[config.mk]
export PLATFORM = sky130hd
export DESIGN_NAME = spi_frame_decoder
export DESIGN_NICKNAME = d
export VERILOG_FILES = /design/src/rtl/spi_frame_pkg.sv /design/src/rtl/spi_frame_decoder_timeout.sv /design/src/rtl/spi_frame_decoder.sv
export SDC_FILE = /design/constraint.sdc
export NUM_CORES = 1
export LEC_CHECK = 0
export CAP_MARGIN = 30
export CORE_UTILIZATION = 45
export CTS_BUF_LIST = sky130_fd_sc_hd__clkbuf_2
export DETAILED_ROUTE_END_ITERATION = 8
export PLACE_DENSITY = 0.68
export SETUP_SLACK_MARGIN = 0.1
export SYNTH_ARGS = -nofsm -noshare
export SYNTH_HDL_FRONTEND = slang
export SYNTH_SLANG_ARGS = --single-unit
[constraint.sdc]
create_clock -name i_clk -period 4.05 [get_ports i_clk]
set_input_delay 0.81 -clock i_clk [delete_from_list [all_inputs] [get_ports i_clk]]
set_output_delay 0.81 -clock i_clk [all_outputs]
set_load 0.03 [all_outputs]
[src/rtl/spi_frame_pkg.sv]
// Shared constants and state type for the SPI frame decoder.
// Optional build macro: FRAME_CHECKSUM_EN adds the CHECK state.
package spi_frame_pkg;

    localparam logic [7:0] SYNC0     = 8'h55;
    localparam logic [7:0] SYNC1     = 8'h5B;
    localparam logic [7:0] STOP_BYTE = 8'hAA;

`ifdef FRAME_CHECKSUM_EN
    typedef enum logic [2:0] {
        ST_IDLE    = 3'd0,
        ST_HDR     = 3'd1,
        ST_PAYLOAD = 3'd2,
        ST_STOP    = 3'd3,
        ST_CHECK   = 3'd4
    } state_e;
`else
    typedef enum logic [2:0] {
        ST_IDLE    = 3'd0,
        ST_HDR     = 3'd1,
        ST_PAYLOAD = 3'd2,
        ST_STOP    = 3'd3
    } state_e;
`endif

endpackage

[src/rtl/spi_frame_decoder_timeout.sv]
// Inter-byte idle counter: counts enabled cycles since the last clear and
// flags expiry once TIMEOUT_CYCLES idle cycles have accumulated.
module spi_timeout_counter #(
    parameter int unsigned TIMEOUT_CYCLES = 50000
) (
    input  logic i_clk,
    input  logic i_rst_n,
    input  logic i_en,
    input  logic i_clear,
    output logic o_expire
);

    localparam int unsigned CW = $clog2(TIMEOUT_CYCLES + 1);
    localparam logic [CW-1:0] LIMIT = CW'(TIMEOUT_CYCLES);

    logic [CW-1:0] cnt_q, cnt_d;

    // Next count: held at zero when disabled or cleared, saturates at LIMIT.
    always_comb begin
        cnt_d = cnt_q;
        if (i_clear || !i_en) begin
            cnt_d = '0;
        end else if (cnt_q != LIMIT) begin
            cnt_d = cnt_q + 1'b1;
        end
    end

    // Count register.
    always_ff @(posedge i_clk or negedge i_rst_n) begin
        if (!i_rst_n) begin
            cnt_q <= '0;
        end else begin
            cnt_q <= cnt_d;
        end
    end

    assign o_expire = (cnt_q == LIMIT);

endmodule

[src/rtl/spi_frame_decoder.sv]
// SPI frame parser: 0x55 0x5B header, LEDS*3 payload bytes written to the
// back buffer, 0xAA stop byte. Aborts on CS release or inter-byte timeout.
// Optional build macro: FRAME_CHECKSUM_EN (XOR checksum byte before stop).
module spi_frame_decoder
    import spi_frame_pkg::*;
#(
    parameter int unsigned LEDS           = 120,
    parameter int unsigned ADDR_WIDTH     = $clog2(LEDS * 3),
    parameter int unsigned TIMEOUT_CYCLES = 50000
) (
    input  logic                  i_clk,
    input  logic                  i_rst_n,
    input  logic [7:0]            i_rx_data,
    input  logic                  i_rx_valid,
    input  logic                  i_cs,
    output logic                  o_wr_en,
    output logic [ADDR_WIDTH-1:0] o_wr_addr,
    output logic [7:0]            o_wr_data,
    output logic                  o_frame_done,
    output logic                  o_frame_error,
    output logic [7:0]            o_err_count,
    output logic                  o_busy
);

    localparam logic [ADDR_WIDTH-1:0] LAST_IDX = ADDR_WIDTH'(LEDS * 3 - 1);

    state_e                state_q, state_d;
    logic [ADDR_WIDTH-1:0] index_q, index_d;
    logic                  wr_en_q, wr_en_d;
    logic [ADDR_WIDTH-1:0] wr_addr_q, wr_addr_d;
    logic [7:0]            wr_data_q, wr_data_d;
    logic                  done_q, done_d;
    logic                  err_q, err_d;
    logic [7:0]            err_cnt_q, err_cnt_d;
`ifdef FRAME_CHECKSUM_EN
    logic [7:0]            csum_q, csum_d;
`endif

    logic timeout_expire;
    logic abort;

    spi_timeout_counter #(
        .TIMEOUT_CYCLES(TIMEOUT_CYCLES)
    ) u_timeout (
        .i_clk   (i_clk),
        .i_rst_n (i_rst_n),
        .i_en    (state_q != ST_IDLE),
        .i_clear (i_rx_valid),
        .o_expire(timeout_expire)
    );

    // Frame parser next-state and registered-output logic.
    // Abort (CS high or timeout) is evaluated before the byte so it wins.
    always_comb begin
        state_d   = state_q;
        index_d   = index_q;
        wr_en_d   = 1'b0;
        wr_addr_d = wr_addr_q;
        wr_data_d = wr_data_q;
        done_d    = 1'b0;
        abort     = 1'b0;
`ifdef FRAME_CHECKSUM_EN
        csum_d    = csum_q;
`endif

        if (state_q != ST_IDLE && (i_cs || timeout_expire)) begin
            abort = 1'b1;
        end else if (i_rx_valid) begin
            case (state_q)
                ST_IDLE: begin
                    if (!i_cs && i_rx_data == SYNC0) begin
                        state_d = ST_HDR;
                        index_d = '0;
`ifdef FRAME_CHECKSUM_EN
                        csum_d  = '0;
`endif
                    end
                end
                ST_HDR: begin
                    if (i_rx_data == SYNC1) begin
                        state_d = ST_PAYLOAD;
                    end else if (i_rx_data != SYNC0) begin
                        abort = 1'b1;
                    end
                end
                ST_PAYLOAD: begin
                    wr_en_d   = 1'b1;
                    wr_addr_d = index_q;
                    wr_data_d = i_rx_data;
`ifdef FRAME_CHECKSUM_EN
                    csum_d    = csum_q ^ i_rx_data;
`endif
                    if (index_q == LAST_IDX) begin
                        index_d = '0;
`ifdef FRAME_CHECKSUM_EN
                        state_d = ST_CHECK;
`else
                        state_d = ST_STOP;
`endif
                    end else begin
                        index_d = index_q + 1'b1;
                    end
                end
`ifdef FRAME_CHECKSUM_EN
                ST_CHECK: begin
                    if (i_rx_data == csum_q) begin
                        state_d = ST_STOP;
                    end else begin
                        abort = 1'b1;
                    end
                end
`endif
                ST_STOP: begin
                    if (i_rx_data == STOP_BYTE) begin
                        done_d  = 1'b1;
                        state_d = ST_IDLE;
                    end else begin
                        abort = 1'b1;
                    end
                end
                default: state_d = ST_IDLE;
            endcase
        end

        if (abort) begin
            state_d = ST_IDLE;
            index_d = '0;
        end

        err_d     = abort;
        err_cnt_d = err_cnt_q;
        if (abort && err_cnt_q != 8'hFF) begin
            err_cnt_d = err_cnt_q + 8'd1;
        end
    end

    // State and output registers.
    always_ff @(posedge i_clk or negedge i_rst_n) begin
        if (!i_rst_n) begin
            state_q   <= ST_IDLE;
            index_q   <= '0;
            wr_en_q   <= 1'b0;
            wr_addr_q <= '0;
            wr_data_q <= '0;
            done_q    <= 1'b0;
            err_q     <= 1'b0;
            err_cnt_q <= '0;
        end else begin
            state_q   <= state_d;
            index_q   <= index_d;
            wr_en_q   <= wr_en_d;
            wr_addr_q <= wr_addr_d;
            wr_data_q <= wr_data_d;
            done_q    <= done_d;
            err_q     <= err_d;
            err_cnt_q <= err_cnt_d;
        end
    end

`ifdef FRAME_CHECKSUM_EN
    // Running XOR of the payload bytes of the current frame.
    always_ff @(posedge i_clk or negedge i_rst_n) begin
        if (!i_rst_n) begin
            csum_q <= '0;
        end else begin
            csum_q <= csum_d;
        end
    end
`endif

    assign o_wr_en       = wr_en_q;
    assign o_wr_addr     = wr_addr_q;
    assign o_wr_data     = wr_data_q;
    assign o_frame_done  = done_q;
    assign o_frame_error = err_q;
    assign o_err_count   = err_cnt_q;
    assign o_busy        = (state_q != ST_IDLE);

endmodule

==> results.toml, run 1 <==
[status]
status = "complete, no violations"

[critical_path]
cp-start-kind = "register"
crit_buf_inv = 3
path_max_fanout = 7
r2r_slack_ns = 1.48
crit_top_cell = "inv_1"
cpPeakStageDelay_ns = 0.68
crit_family = "buffers and inverters"
arrival_ns = 2.07
crit_slowest_cell = "clkdlybuf4s50_1"
crit_path_end_kind = "primary output"
worstSetupPathType = "reg -> out"
cp_data_required_time_ns = 3.24
path_cells = "inv_1, ha_1, inv_1, clkdlybuf4s50_1"

[synth]
seq_area_frac_synth = 0.4889
synth_cells = 252
synth_area_um2 = 2815
synth_edf_count = 0
synth_cell_types = 50
avgSynthCellArea_um2 = 11.17
async_flop_share = 1.000
ys_seq_elements = 55
mappedNetlistNets = 273
synth_ff_type = "dfrtp_1"
ys.warnings.count = 0

[drt]
ant_nets = 0
via_count = 1963
drcViolationCount = 0
firstDrtPassIters = 4
vias_per_cell = 5.305
drt_iter0_drc = 112
finalWirelength_um = 5157
avgRoutedWirePerCell_um = 13.94

[global_route]
grt_pass1_wl_um = 8721
antenna_found_initial = 0
grt_max_degree = 37
first_global_vias = 1880
grt_use_total = 0.1734
grt.overflow.total = 0

[finish]
final_cell_mix = "dfrtp_1 (55), clkdlybuf4s50_1 (39), nor2_1 (29), nand2_1 (17), mux2_2 (17)"
n_antenna_cell = 0
areaGrowthSynthToFinish_pct = 17.64
mostFrequentLayoutCell = "dfrtp_1"
post-route-util = 0.5528
final_layout_size_suffix_gt1_frac = 0.1458
fin_nets = 315
fillers = 533

[clocking]
cts_tree = "built"
cts_setup_buffers = 0
root_buffer = "clkbuf_2"
clk_latency_ns = 0.45
numCtsBuffers = 5
cts.sinks = 55
path_clk_slew_ns = 0.29
hold_buffers = 0
max-clock-path-buffers = 2
htree_levels = 2
post_cts_resized = 0

[placement]
io_buffers = 40
dp_slack_ns = 0.9944
gp_congestion = 0.8128
dpl.hpwl_um = 3628

[floorplanning]
dieArea_um2 = 6576
die_h_um = 81.10
core_area_um2 = 5991
boundaryPins = 41
die_w_um = 81.10
row_count = 28
initial_core_util = 0.4699

[timing]
finalHoldViolCount = 0
clock_skew_ns = 0.02132
rsz0062_at_grt = "no"
tns_ns = 0
relSlewSlack = 0.4703
tightestPinTransition_ns = 0.7946
period_share = 0.7115
setup_viol = 0
slew_violations = 0
min_period_ns = 2.882
layout_setup_ws_ns = 1.168
fmax_mhz = 347.0

[power]
fin_total_pwr_uw = 1676
power.density_nw_per_um2 = 505.9
max-vdd-ir-drop_mv = 0.3060
p_leak_uw = 0.001400

[job]
maxCapViolations = 0

[min_path]
hold_path.class = "in -> async"
==> through the flow <==
stage / instance area, um2 / hold WS, ns / cells
after floorplan: 2815 / 0.5144 / 252
after global placement: 3266 / 0.4804 / 362
after detailed placement: 3266 / 0.4833 / 362
after CTS: 3312 / 0.3959 / 370
after global routing: 3312 / 0.4056 / 370
final: 3312 / 0.3937 / 370
==> area by class of cell <==
cell class	count	area, um2	share of cell area
sequential	55	1376	0.4156
multi-input combinational	183	1355	0.4091
timing repair buffer	43	417.9	0.1262
tap	75	93.84	0.02833
clock buffer	6	30.03	0.009067
inverter	6	22.52	0.006800
clock inverter	2	16.27	0.004911
==> power breakdown <==
group          leakage [uW]  switching (uW)  total [uW]  internal [uW]
Combinational      0.000637             404         723            319
Clock             0.0000296             176         223           47.4
Sequential         0.000733            84.1         730            646
==> path summary, 6_finish.rpt <==
| check | from | endpoint | depth (start not counted) |
|---|---|---|---|
| max | state_q[1]$_DFFE_PN0P_ | o_busy | 4 |
| min | i_rst_n | state_q[1]$_DFFE_PN0P_ | 1 |
| max reg2reg | state_q[1]$_DFFE_PN0P_ | o_err_count[1]$_DFFE_PN0P_ | 7 |
| min reg2reg | o_err_count[6]$_DFFE_PN0P_ | o_err_count[6]$_DFFE_PN0P_ | 1 |
| max in group asynchronous | i_rst_n | o_wr_data[7]$_DFFE_PN0P_ | 2 |
| min in group i_clk | o_err_count[6]$_DFFE_PN0P_ | o_err_count[6]$_DFFE_PN0P_ | 1 |
==> worst reg2reg max path, delay by kind of cell (launching register included) <==
kind                       cells  cell delay [ns]
muxes                          1             0.31
adders and majority gates      1             0.27
buffers and inverters          1             0.10
DFF                            1             0.50
AOI/OAI and AO/OA              2             0.71
and+or+nand+nor                2             0.60
==> logic make-up after synthesis <==
family                     count (synthesis)  synth area share
xor gates and xnor gates                  26           0.08089
adders and majority gates                  9           0.04000
and+or+nand+nor                          102            0.2040
buffers and inverters                     14           0.02977
AOI/OAI and AO/OA                         24           0.06889
DFF                                       55            0.4889
muxes                                     22           0.08755
==> flip-flops by register name, indices dropped and copies added, names as in the netlist <==
register,flops
o_err_count,8
index_q,9
o_frame_done,1
o_wr_en,1
u_timeout.cnt_q,16
o_wr_data,8
o_frame_error,1
state_q,2
o_wr_addr,9
==> layer usage <==
layer | share of wire | global-route usage | wire [um]
met5 | 0 | 0 | 0
met4 | 0.0099 | 0.05000 | 51
met3 | 0.051 | 0.04157 | 265
met2 | 0.45 | 0.2765 | 2336
met1 | 0.49 | 0.2339 | 2505
==> synthesized netlist by cell type (2+ instances only) <==
cell type / instances / area, um2
a21oi_1: 6 / 30.03
and3_1: 4 / 25.02
and4_1: 2 / 17.52
buf_4: 2 / 15.01
buf_6: 3 / 33.78
clkbuf_1: 2 / 7.510
dfrtp_1: 55 / 1376
ha_1: 9 / 112.6
inv_1: 6 / 22.52
mux2_2: 17 / 191.4
mux2i_1: 4 / 40.04
nand2_1: 17 / 63.81
nand2b_1: 4 / 25.02
nand3_1: 12 / 60.06
nand3b_1: 2 / 15.01
nand4_1: 8 / 50.05
nand4b_1: 2 / 17.52
nor2_1: 29 / 108.9
nor2b_1: 2 / 12.51
nor3_1: 3 / 15.01
o211ai_1: 2 / 15.01
o21ai_0: 6 / 30.03
or3_1: 4 / 25.02
xnor2_1: 11 / 96.34
xor2_1: 15 / 131.4
No activity file was read; power rests on OpenSTA's default activity.
==> run 2, diff against run 1 <==
- PLACE_DENSITY: 0.68 -> 0.71
- clock period: 4.05 -> 2.6 ns (I/O delays scaled with it)
==> run 2 against run 1 <==
Via count grew 4.6%. Wire length up 4.5%. Setup slack got worse by 0.92 ns. Sequential power up 56%. Utilization rose by 2.7 points. Cell area grew 4.8%. Clock power increased by 89%. First-iteration DRC count fell by 23%. Register-to-register slack lost 1.1 ns. Hold slack gained 0.075 ns. Cell count up 4.6%. Highest routed layer unchanged.
==> results.toml, run 2 (synthesized netlist as in run 1, its figures left out) <==
[drt]
ant_nets = 0
drt_iter0_drc = 86
via_count = 2053
firstDrtPassIters = 5
vias_per_cell = 5.305
drcViolationCount = 0
avgRoutedWirePerCell_um = 13.93
finalWirelength_um = 5389

[finish]
largest_reg_flops = 16
top_register = "u_timeout.cnt_q"
n_antenna_cell = 0
final_layout_size_suffix_gt1_frac = 0.1891
mostFrequentLayoutCell = "dfrtp_1"
fillers = 523
areaGrowthSynthToFinish_pct = 23.33
final_cell_mix = "dfrtp_1 (54), clkdlybuf4s50_1 (38), nor2_1 (29), buf_4 (18)"
fin_nets = 332

[critical_path]
worst_r2r_endpoint = "o_wr_data[5]$_DFFE_PN0P_"
crit_slowest_cell = "dfrtp_1"
ff2ff_path_depth = 8
crit_buf_inv = 4
r2r_slack_ns = 0.34
cp_data_required_time_ns = 2.08
worstSetupPathType = "reg -> out"
cpPeakStageDelay_ns = 0.46
crit_top_cell = "inv_1"
arrival_ns = 1.83
crit_path_end_kind = "primary output"
path_max_fanout = 4
crit_family = "buffers and inverters"
path_cells = "inv_1, ha_1, buf_4, inv_1, dlygate4sd2_1"
cp-start-kind = "register"
r2r-start = "state_q[0]$_DFFE_PN0P_"

[timing]
period_share = 0.9050
slew_violations = 0
clock_skew_ns = 0.02822
setup_viol = 0
fmax_mhz = 425.0
worst_hold_slack_ns = 0.4682
finalHoldViolCount = 0
rsz0062_at_grt = "no"
tightestPinTransition_ns = 0.5223
relSlewSlack = 0.6518
min_period_ns = 2.353
layout_setup_ws_ns = 0.2470

[clocking]
clk_latency_ns = 0.45
root_buffer = "clkbuf_2"
max-clock-path-buffers = 2
cts.sinks = 55
path_clk_slew_ns = 0.28
numCtsBuffers = 5
cts_tree = "built"
htree_levels = 2

[placement]
dp_slack_ns = -0.1088
dpl.hpwl_um = 3969
gp_congestion = 0.8138
io_buffers = 40

[job]
maxCapViolations = 0

[floorplanning]
core_area_um2 = 5991
dieArea_um2 = 6576
initial_core_util = 0.4699
row_count = 28
die_w_um = 81.10
die_h_um = 81.10
boundaryPins = 41

[global_route]
grt_use_met1 = 0.2367
grt_max_degree = 22
first_global_vias = 2006
grt.overflow.total = 0
grt_pass1_wl_um = 9128
grt_util_met3 = 0.03708
antenna_found_initial = 0
grt_use_met2 = 0.2958
grt_use_total = 0.1800
busiest_layer = "met2"

[min_path]
hold_path.class = "in -> async"

[power]
power.density_nw_per_um2 = 797.6
fin_total_pwr_uw = 2769
p_leak_uw = 0.001496
max-vdd-ir-drop_mv = 0.4877

[status]
status = "complete, no violations"
[run 2: final cells by class]
type	instances	area (um2)	share of cell area
clock buffers	5	25.02	0.007207
clock inverters	3	38.79	0.01117
inverters	6	22.52	0.006486
multi-input cells	183	1355	0.3903
flip-flops and latches	55	1378	0.3968
well taps	75	93.84	0.02703
repair buffers	60	559.3	0.1611
[run 2: worst max-delay path by stage]
stage,depth (start not counted),slack (ns),to,from
after detailed placement,6,-0.11,o_err_count[1]$_DFFE_PN0P_,i_rx_data[2]
after floorplan,8,0.38,o_wr_data[0]$_DFFE_PN0P_,state_q[0]$_DFFE_PN0P_
after global routing,5,0.11,o_busy,state_q[0]$_DFFE_PN0P_
after global placement,6,-0.06,o_err_count[1]$_DFFE_PN0P_,i_rx_data[2]
final,5,0.25,o_busy,state_q[1]$_DFFE_PN0P_
after CTS,5,0.17,o_busy,state_q[1]$_DFFE_PN0P_
[run 2: timing repair]
item	in CTS	in global routing
hold buffers	1	0
endpoints found under the hold margin	14	0
setup endpoints to repair	1	1
buffers inserted	0	2
resized for setup	1	1
[run 2: per-stage QoR]
stage               utilization  area (um2)  cells  TNS, ns
global route             0.5796        3472    387        0
finish                   0.5796        3472    387        0
global placement         0.5647        3383    376  -0.1031
CTS                      0.5769        3456    385        0
detailed placement       0.5647        3383    376  -0.3340
floorplan                     -        2815    252        0
[run 2: power breakdown]
group	internal [uW]	switching (uW)
logic	563	642
registers	1010	135
clock network	158	264
total	1730	1040
[run 2: layer usage]
layer,up-vias,share of wire
met1,999,0.48
li1,1001,-
met5,-,0
met4,0,0.015
met2,44,0.46
met3,9,0.042
==> run 3, diff against run 2 <==
- MAX_ROUTING_LAYER: not set -> met4
- SKIP_CTS_REPAIR_TIMING: not set -> 1
- SLEW_MARGIN: not set -> 20
==> run 3 against run 2 <==
Cell area fell by 0.32%. Setup slack better by 0.060 ns. Sequential share of layout area is 0.13 points higher. Via count unchanged. Combinational power barely moved. Hold slack better by 0.0043 ns. Utilization decreased by 0.19 points.
==> results.toml, run 3 (synthesized netlist as in run 1, its figures left out) <==
[timing]
fmax_mhz = 436.1
rsz0062_at_grt = "no"
min_period_ns = 2.293
period_share = 0.8820
relSlewSlack = 0.6538
slew_violations = 0
finalHoldViolCount = 0
setup_viol = 0
tightestPinTransition_ns = 0.5193
clock_skew_ns = 0.02426

[min_path]
hold_path.class = "in -> async"

[finish]
largest_reg_flops = 16
top_register = "u_timeout.cnt_q"
post-route-util = 0.5777
fin_cells = 385
final_cell_mix = "dfrtp_1 (54), clkdlybuf4s50_1 (38), nor2_1 (29), nand2_1 (17), mux2_2 (17)"
fin_nets = 330
areaGrowthSynthToFinish_pct = 22.93
final_layout_size_suffix_gt1_frac = 0.1839
layout.area.seq_um2 = 1378
fillers = 524
multiInputGateArea_um2 = 1355
n_antenna_cell = 0
mostFrequentLayoutCell = "dfrtp_1"

[power]
p_leak_uw = 0.001495
power.density_nw_per_um2 = 797.3
max-vdd-ir-drop_mv = 0.4989
fin_total_pwr_uw = 2759

[clocking]
max-clock-path-buffers = 2
root_buffer = "clkbuf_2"
cts.sinks = 55
path_clk_slew_ns = 0.27
htree_levels = 2
numCtsBuffers = 5
clk_latency_ns = 0.45
cts_tree = "built"

[global_route]
grt_use_total = 0.1856
first_global_vias = 2003
grt_pass1_wl_um = 9128
grt.overflow.total = 0
grt_max_degree = 22
antenna_found_initial = 0

[floorplanning]
die_h_um = 81.10
die_w_um = 81.10
row_count = 28
boundaryPins = 41
core_area_um2 = 5991
dieArea_um2 = 6576
initial_core_util = 0.4699

[critical_path]
crit_slowest_cell = "dfrtp_1"
crit_path_end_kind = "register"
path_max_fanout = 6
cpPeakStageDelay_ns = 0.50
r2r-start = "state_q[1]$_DFFE_PN0P_"
cp-start-kind = "register"
crit_path_start = "state_q[1]$_DFFE_PN0P_"
crit_top_cell = "buf_4"
worstSetupPathType = "reg -> reg"
arrival_ns = 2.65
r2r_slack_ns = 0.31
cp_data_required_time_ns = 2.96
path_cells = "inv_1, ha_1, and4bb_2, a41oi_2, buf_4, and3_1, buf_4, mux2_2"

[placement]
gp_congestion = 0.8259
io_buffers = 40
place_inst = 376
dpl.hpwl_um = 3969

[status]
status = "complete, no violations"

[drt]
via_count = 2053
firstDrtPassIters = 5
drcViolationCount = 0
avgRoutedWirePerCell_um = 13.91
drt_iter0_drc = 98
vias_per_cell = 5.332
finalWirelength_um = 5354
ant_nets = 0

[job]
maxCapViolations = 0
## run 3: cell count changes in the layout (fill, tap and decap cells not counted)
cell            change
buf_4               -2
dlymetal6s2s_1      +1
dlygate4sd2_1       -1
## run 3: worst max-delay path, delay by kind of cell, from the launching register on
| kind | cells | cell delay (ns) |
|---|---|---|
| AO/OA/AOI/OAI | 1 | 0.23 |
| adder cells (fa/ha/maj) | 1 | 0.19 |
| buffers and inverters | 3 | 0.46 |
| flip-flops | 1 | 0.50 |
| multiplexers | 1 | 0.33 |
| AND/OR/NAND/NOR | 2 | 0.48 |
## run 3: path summary, 6_finish.rpt
path / cells past startpoint / endpoint
setup / recovery: 8 / o_wr_data[5]$_DFFE_PN0P_
hold / removal: 2 / o_wr_data[6]$_DFFE_PN0P_
setup reg to reg: 8 / o_wr_data[5]$_DFFE_PN0P_
hold reg to reg: 1 / o_err_count[4]$_DFFE_PN0P_
max in group asynchronous: 3 / state_q[0]$_DFFE_PN0P_
min in group i_clk: 1 / o_err_count[4]$_DFFE_PN0P_
## run 3: routing by layer
layer / GRT usage / part of all wire / vias to the layer above
li1: - / - / 996
met1: 0.2381 / 0.48 / 1011
met2: 0.2958 / 0.47 / 38
met3: 0.03596 / 0.038 / 8
met4: 0.05714 / 0.015 / 0
met5: - / 0 / -
## run 3: area by class of cell
class	instances	share of cell area
flip-flops and latches	55	0.3980
multi-input cells	183	0.3915
repair buffers	58	0.1584
well taps	75	0.02711
clock inverters	3	0.01121
clock buffers	5	0.007231
inverters	6	0.006508
## run 3: per-stage QoR
step / setup slack [ns] / hold slack (ns) / instance area, um2 / TNS (ns)
global placement: -0.06176 / 0.4508 / 3383 / -0.1031
detailed placement: -0.1088 / 0.4522 / 3383 / -0.3340
floorplan: 0.3761 / 0.2244 / 2815 / 0
global route: 0.1860 / 0.4681 / 3461 / 0
finish: 0.3069 / 0.4724 / 3461 / 0
CTS: -0.1056 / -0.07718 / 3447 / -0.1056
## run 3: report_power, final
group / switching, uW / internal (uW) / leakage [uW] / total (uW)
combinational: 638 / 559 / 0.000723 / 1200
clock: 262 / 158 / 0.0000404 / 420
sequential: 136 / 1010 / 0.000732 / 1140
total: 1040 / 1720 / 0.00149 / 2760
